File: config.mk
export PLATFORM = sky130hd
export DESIGN_NAME = uart_rx
export DESIGN_NICKNAME = d
export VERILOG_FILES = /design/src/rtl/uart_rx.sv
export SDC_FILE = /design/constraint.sdc
export NUM_CORES = 1
export LEC_CHECK = 0
export BUFFER_PORTS_ARGS = -buffer_cell sky130_fd_sc_hd__buf_2
export CAP_MARGIN = 20
export CORE_MARGIN = 3
export CORE_UTILIZATION = 36
export DETAILED_ROUTE_END_ITERATION = 10
export GPL_TIMING_DRIVEN = 0
export HOLD_SLACK_MARGIN = 0.03
export SLEW_MARGIN = 20
export SYNTH_ARGS = -nofsm -noshare
export SYNTH_HDL_FRONTEND = slang
export SYNTH_SLANG_ARGS = --single-unit
File: constraint.sdc
create_clock -name i_clk -period 2.5 [get_ports i_clk]
set_clock_uncertainty 0.2 [all_clocks]
set_input_delay 0.5 -clock i_clk [delete_from_list [all_inputs] [get_ports i_clk]]
set_output_delay 0.5 -clock i_clk [all_outputs]
set_load 0.1 [all_outputs]
File: src/rtl/uart_rx.sv
`timescale 1ns/1ps
// 8N1 UART receiver: 2-flop synchronised line, mid-bit sampling; o_valid lands 2+HALF_BIT+9*CLKS_PER_BIT clocks after the start edge.
// No backpressure: o_data/o_valid is a one-cycle offer the consumer must take; o_frame_err pulses on a low stop bit.
module uart_rx #(
    parameter int CLK_FREQ  = 25_000_000,
    parameter int BAUD_RATE = 115_200
) (
    input  logic       i_clk,
    input  logic       i_reset_n,
    input  logic       i_rx,
    output logic [7:0] o_data,
    output logic       o_valid,
    output logic       o_frame_err,
    output logic       o_busy
);

    localparam int CLKS_PER_BIT = CLK_FREQ / BAUD_RATE;
    localparam int HALF_BIT     = CLKS_PER_BIT / 2;
    localparam int CNT_W        = $clog2(CLKS_PER_BIT);

    localparam logic [CNT_W-1:0] HALF_LAST = CNT_W'(HALF_BIT - 1);
    localparam logic [CNT_W-1:0] BIT_LAST  = CNT_W'(CLKS_PER_BIT - 1);

    localparam logic [2:0] S_HUNT  = 3'd0;
    localparam logic [2:0] S_IDLE  = 3'd1;
    localparam logic [2:0] S_START = 3'd2;
    localparam logic [2:0] S_DATA  = 3'd3;
    localparam logic [2:0] S_STOP  = 3'd4;

    logic             rx_m;
    logic             rx_s;
    logic [2:0]       state;
    logic [2:0]       state_nxt;
    logic [CNT_W-1:0] cnt;
    logic [2:0]       bit_idx;
    logic [7:0]       shift;
    logic             sample_bit;
    logic             capture;
    logic             frame_bad;
    logic             cnt_clr;

    always_ff @(posedge i_clk or negedge i_reset_n) begin
        if (!i_reset_n) begin
            rx_m <= 1'b0;
            rx_s <= 1'b0;
        end else begin
            rx_m <= i_rx;
            rx_s <= rx_m;
        end
    end

    always_comb begin
        state_nxt  = state;
        sample_bit = 1'b0;
        capture    = 1'b0;
        frame_bad  = 1'b0;
        case (state)
            // A line held low through reset release must not look like a start bit.
            S_HUNT: begin
                if (rx_s) state_nxt = S_IDLE;
            end
            S_IDLE: begin
                if (!rx_s) state_nxt = S_START;
            end
            S_START: begin
                if (cnt == HALF_LAST) state_nxt = rx_s ? S_IDLE : S_DATA;
            end
            S_DATA: begin
                if (cnt == BIT_LAST) begin
                    sample_bit = 1'b1;
                    if (bit_idx == 3'd7) state_nxt = S_STOP;
                end
            end
            S_STOP: begin
                if (cnt == BIT_LAST) begin
                    if (rx_s) begin
                        capture   = 1'b1;
                        state_nxt = S_IDLE;
                    end else begin
                        frame_bad = 1'b1;
                        state_nxt = S_HUNT;
                    end
                end
            end
            default: state_nxt = S_HUNT;
        endcase
    end

    assign o_busy  = (state == S_START) || (state == S_DATA) || (state == S_STOP);
    // Counter restarts on every state change and after each data sample so it always times one bit.
    assign cnt_clr = (state_nxt != state) || sample_bit || !o_busy;

    always_ff @(posedge i_clk or negedge i_reset_n) begin
        if (!i_reset_n) begin
            state   <= S_HUNT;
            cnt     <= '0;
            bit_idx <= 3'd0;
            shift   <= 8'h00;
        end else begin
            state <= state_nxt;
            if (cnt_clr) cnt <= '0;
            else         cnt <= cnt + 1'b1;
            if (state == S_START && state_nxt == S_DATA)
                bit_idx <= 3'd0;
            else if (sample_bit && bit_idx != 3'd7)
                bit_idx <= bit_idx + 3'd1;
            if (sample_bit) shift <= {rx_s, shift[7:1]};
        end
    end

    always_ff @(posedge i_clk or negedge i_reset_n) begin
        if (!i_reset_n) begin
            o_data      <= 8'h00;
            o_valid     <= 1'b0;
            o_frame_err <= 1'b0;
        end else begin
            o_valid     <= capture;
            o_frame_err <= frame_bad;
            if (capture) o_data <= shift;
        end
    end

endmodule

### After elaboration in Yosys (flattened, before gate mapping)

Cells that the tools add are included.

| storage, ports and cells | value |
|---|---|
| bits in registers | 34 |
| input port bits | 3 |
| output and inout bits | 11 |
| logic and storage cells | 50 |

| operators by class | value |
|---|---|
| $add $sub $neg | 2 |
| eq/ne operators | 10 |
| mux-type cells | 20 |
| reductions and logical operators | 9 |

Operator list:

| cell | count |
|---|---|
| 3-bit 2-to-1 mux | 8 |
| 3-bit one-hot mux with 5 select lines | 1 |
| 3-bit by 2-bit == test with 1-bit output (second input constant) | 3 |
| 1-bit 2-to-1 mux | 9 |
| 8-bit by 1-bit adder with 8-bit output (second input constant) | 1 |
| 8-bit by 7-bit == test with 1-bit output (second input constant) | 1 |
| 8-bit == test (second input constant) | 1 |
| 8-bit 2-to-1 mux | 1 |
| 3-bit == test (second input constant) | 2 |
| 1-bit logical OR | 4 |
| 3-bit by 1-bit adder with 3-bit output (second input constant) | 1 |
| 3-bit by 1-bit == test with 1-bit output (second input constant) | 1 |
| 3-bit logical NOT | 1 |
| 3-bit != test | 1 |
| 3-bit != test (second input constant) | 1 |
| 1-bit logical AND | 2 |
| 2-bit 2-to-1 mux | 1 |
| 2-bit nonzero test | 1 |
| 1-bit logical NOT | 1 |

### Logic depth before layout (Yosys ltp)

| depth | value |
|---|---|
| depth after elaboration | 8 |
| depth in mapped cells | 6 |

### Worst setup path before layout

Ideal clock, no wire load.

| path | value |
|---|---|
| path kind | register to register |
| from | register state[1] |
| to | register cnt[0] |
| library setup time | 0.096 ns |
| arrival | 2.230 ns |
| setup slack | -0.026 ns |
| stages on the path, launching flop included | 6 |
| buffers on the path | 1 |
| path through | dfrtp_1 > clkbuf_1 > nor3b_1 > a21o_1 > o21ai_1 > a211oi_1 |

RTL lines:

| element | RTL line | RTL |
|---|---|---|
| start, declared | 32 | `logic [2:0] state;` |
| start signal, assigned | 100 | `state <= state_nxt;` |
| 3-bit by 2-bit == test with 1-bit output | 89 | `assign o_busy = (state == S_START) \|\| (state == S_DATA) \|\| (state == S_STOP);` |
| 1-bit logical OR | 89 |  |
| 1-bit logical OR (*) | 89 |  |
| via o_busy | 14 | `output logic o_busy` |
| 1-bit logical NOT (*) | 91 | `assign cnt_clr = (state_nxt != state) \|\| sample_bit \|\| !o_busy;` |
| 1-bit logical OR (*) | 91 |  |
| 8-bit 2-to-1 mux (*) | 101 | `if (cnt_clr) cnt <= '0;` |
| end signal, assigned | 102 | `else cnt <= cnt + 1'b1;` |
| end, declared | 34 | `logic [CNT_W-1:0] cnt;` |

Mark *: on every way through the listed nets, which the timed path passes. The rest lies on a longest branch.
A chain may end at the register's enable or synchronous reset.

### Final worst setup path

| path | value |
|---|---|
| from | register state[1] |
| to | output port o_busy |

| between the ends | value |
|---|---|
| word-level cells in the longest chain between the ends | 3 |

RTL lines:

| element | RTL line |
|---|---|
| 3-bit by 2-bit == test with 1-bit output | 89 |
| 1-bit logical OR | 89 |
| 1-bit logical OR (*) | 89 |
| end, declared | 14 |

Every way passes the cells marked *; elsewhere a longest branch is shown, timed or not.

==> results.txt <==
outcome - finished clean
Initial DRT Pass Iterations - 4
Post-Syn Nets - 130
vias in the first global route - 1054
Final Wtd Congestion - 0.798
leading cell type in the layout, fill and taps excluded - dfrtp_1
Hold Fails Final Rpt - 0
clock-pin slew on the worst setup and hold paths - 0.07 ns
Port-buffer cells - 13
area delta synth->final - 14.7%
Final Non-Filler Cells - 194
FILL cells - 378
Row Count - 23
most frequent cells in the layout - dfrtp_1, mux2_2, buf_2
critical path type - reg -> out
Critical Path Sink Type - output port
relative slew slack - 50.4%
Synth area leaders - dfrtp_1, mux2_2, ha_1
Hold-fix buffers, CTS - 0
RR Endpoint - o_data[3]$_DFFE_PN0P_
largest net degree at the start of global routing - 35
cell breakdown of the critical path - clkbuf_1 -> nor3b_2 -> a21o_2 -> clkbuf_4
wire length per cell - 13.5 um
Yosys top cell by area - dfrtp_1
RSZ-0062 raised after global routing - no
DRC Markers - 0
TritonCTS Buffers - 5
TritonCTS Sinks - 34
CP required - 1.80 ns
register bit count reported by yosys - 34
worst-margin pin slew - 0.744 ns
vias per cell - 5.16
HP Class - in -> async
Post-synth EDFFs - 0
Max-Cap Viols - 0
Crit-path slowest cell - dfrtp_1
WP data arrival - 1.67 ns
setup TNS - 0 ns
global-route wire length before repair - 4.81 mm
CTS root buf - clkbuf_8
Clock Path Buffers - 2
vias - 1001
post-detail-place hpwl - 1.83 mm
worst-case reg-to-reg path depth - 6
reg2reg setup slack - 0.28 ns
Yosys cell types - 34
Post-Place Cells - 186
crit start category - flip-flop
die height - 71.5 um
Post-synth ARST share - 100%
final setup fails - 0
initial DRC count - 86
die span in x - 71.5 um
Gate Count Post-Synth - 123
Leak - 0.887 nW
Ys Warns - 0
layout cells sized above 1 - 32.6%
Yosys top cell area share - 55.1%
number of H-tree levels - 2
mean post-synth cell area - 12.6 um2
Post-Synthesis Cell Area - 1540 um2
Ant. Diodes - 0
power density cells - 728 nW/um2
Core Area - 4060 um2
total gr overflow - 0
Routed WL - 2.63 mm
DRT antenna net count - 0
CTS tree - built
Max VDD drop - 0.000392 V
effective utilization at floorplan - 38.1%
maximum clock rate - 423 MHz
total track usage - 12.1%
Slew Limit Fails - 0
# IOs - 14
DIE AREA - 5110 um2
ys flop type - dfrtp_1
sequential fraction of the synthesis area - 55.1%
CP startpoint - state[1]$_DFF_PN0_
CP Capture Point - o_busy
Period minus WS final - 2.37 ns
reg2reg start - cnt[0]$_DFF_PN0_
CP peak stage delay - 0.36 ns
initial antenna violation count - 0
Nets - 150
Worst Path Max Fanout - 9
Clk Latency, worst-skew pair - 0.28 ns
final period utilization - 94.6%
-- timing repair --
item / 4_1_cts / 5_1_grt
setup endpoints to repair: 1 / 1
pin swaps: 0 / 0
gates cloned: 0 / 0
buffers inserted: 0 / 0
gates resized for setup: 1 / 1
-- sequential cells by signal (all words and copies together), names as in the netlist --
register	flops
cnt	8
o_data	8
shift	8
bit_idx	3
state	3
o_frame_err	1
o_valid	1
rx_m	1
rx_s	1
-- worst max-delay path, delay by kind of cell (launching register included) --
kind	cells	cell delay, ns
buf+inv	2	0.51
flops	1	0.36
compound gates	1	0.16
simple gates	1	0.34
-- kinds of logic (layout without fill, tap and decap cells) --
family / Yosys count / count (layout) / share of synthesized area, %
fa+ha+maj: 4 / 4 / 3.24
buf+inv: 9 / 30 / 2.19
simple gates: 36 / 36 / 14.8
flops: 34 / 34 / 55.1
mux: 18 / 18 / 13.0
compound gates: 15 / 15 / 7.70
xor+xnor: 7 / 7 / 3.97
-- layer usage --
layer	up-vias	GRT usage [%]	routed length [um]
li1	481	-	-
met1	496	16.2	1290
met2	17	17.8	1170
met3	7	3.93	118
met4	0	5.64	48
met5	-	0	0
-- cells in the mapped netlist (3+ instances only) --
library cell  count
nand3_1           6
nand2_1           4
ha_1              4
mux2_2           16
nor2_1           10
a211oi_1          6
dfrtp_1          34
inv_1             6
clkbuf_1          3
xnor2_1           3
xor2_1            4
-- power breakdown --
group | internal [mW] | total, mW | switching, mW
registers | 0.598 | 0.648 | 0.0497
logic | 0.0982 | 0.240 | 0.142
clock network | 0.222 | 0.403 | 0.181
total | 0.918 | 1.29 | 0.372
-- per-stage QoR --
| step | power, mW | hold slack (ns) | cell area [um2] | util [%] | setup WS [ns] |
|---|---|---|---|---|---|
| 2_1_floorplan | 0.829 | 0.00441 | 1550 | - | 0.286 |
| 3_3_place_gp | 0.884 | 0.136 | 1670 | 41.2 | 0.204 |
| 3_5_place_dp | 0.895 | 0.151 | 1670 | 41.2 | 0.199 |
| 4_1_cts | 1.31 | 0.110 | 1770 | 43.6 | 0.0427 |
| 5_1_grt | 1.38 | 0.111 | 1770 | 43.7 | 0.0382 |
| 6_report | 1.29 | 0.0823 | 1770 | 43.7 | 0.135 |
-- final cells by class --
class                      count  area [um2]  share of cell area (%)
buffer                         3        11.3                   0.636
clock inverter                 1        5.00                   0.282
inverter                       6        22.5                    1.27
tap                           50        62.6                    3.53
timing repair buffer          13        67.6                    3.81
multi-input combinational     80         666                    37.6
clock buffer                   7        86.3                    4.87
sequential                    34         851                    48.0
-- how the worst min path moves through the flow --
stage,start,end,cells past startpoint
5_1_grt,i_rx,rx_m$_DFF_PN0_,1
3_3_place_gp,rx_m$_DFF_PN0_,rx_s$_DFF_PN0_,0
2_1_floorplan,i_reset_n,bit_idx[0]$_DFFE_PN0P_,0
3_5_place_dp,rx_m$_DFF_PN0_,rx_s$_DFF_PN0_,0
6_report,i_reset_n,o_frame_err$_DFF_PN0_,1
4_1_cts,i_reset_n,state[1]$_DFF_PN0_,1
(Power assumes the default switching activity.)
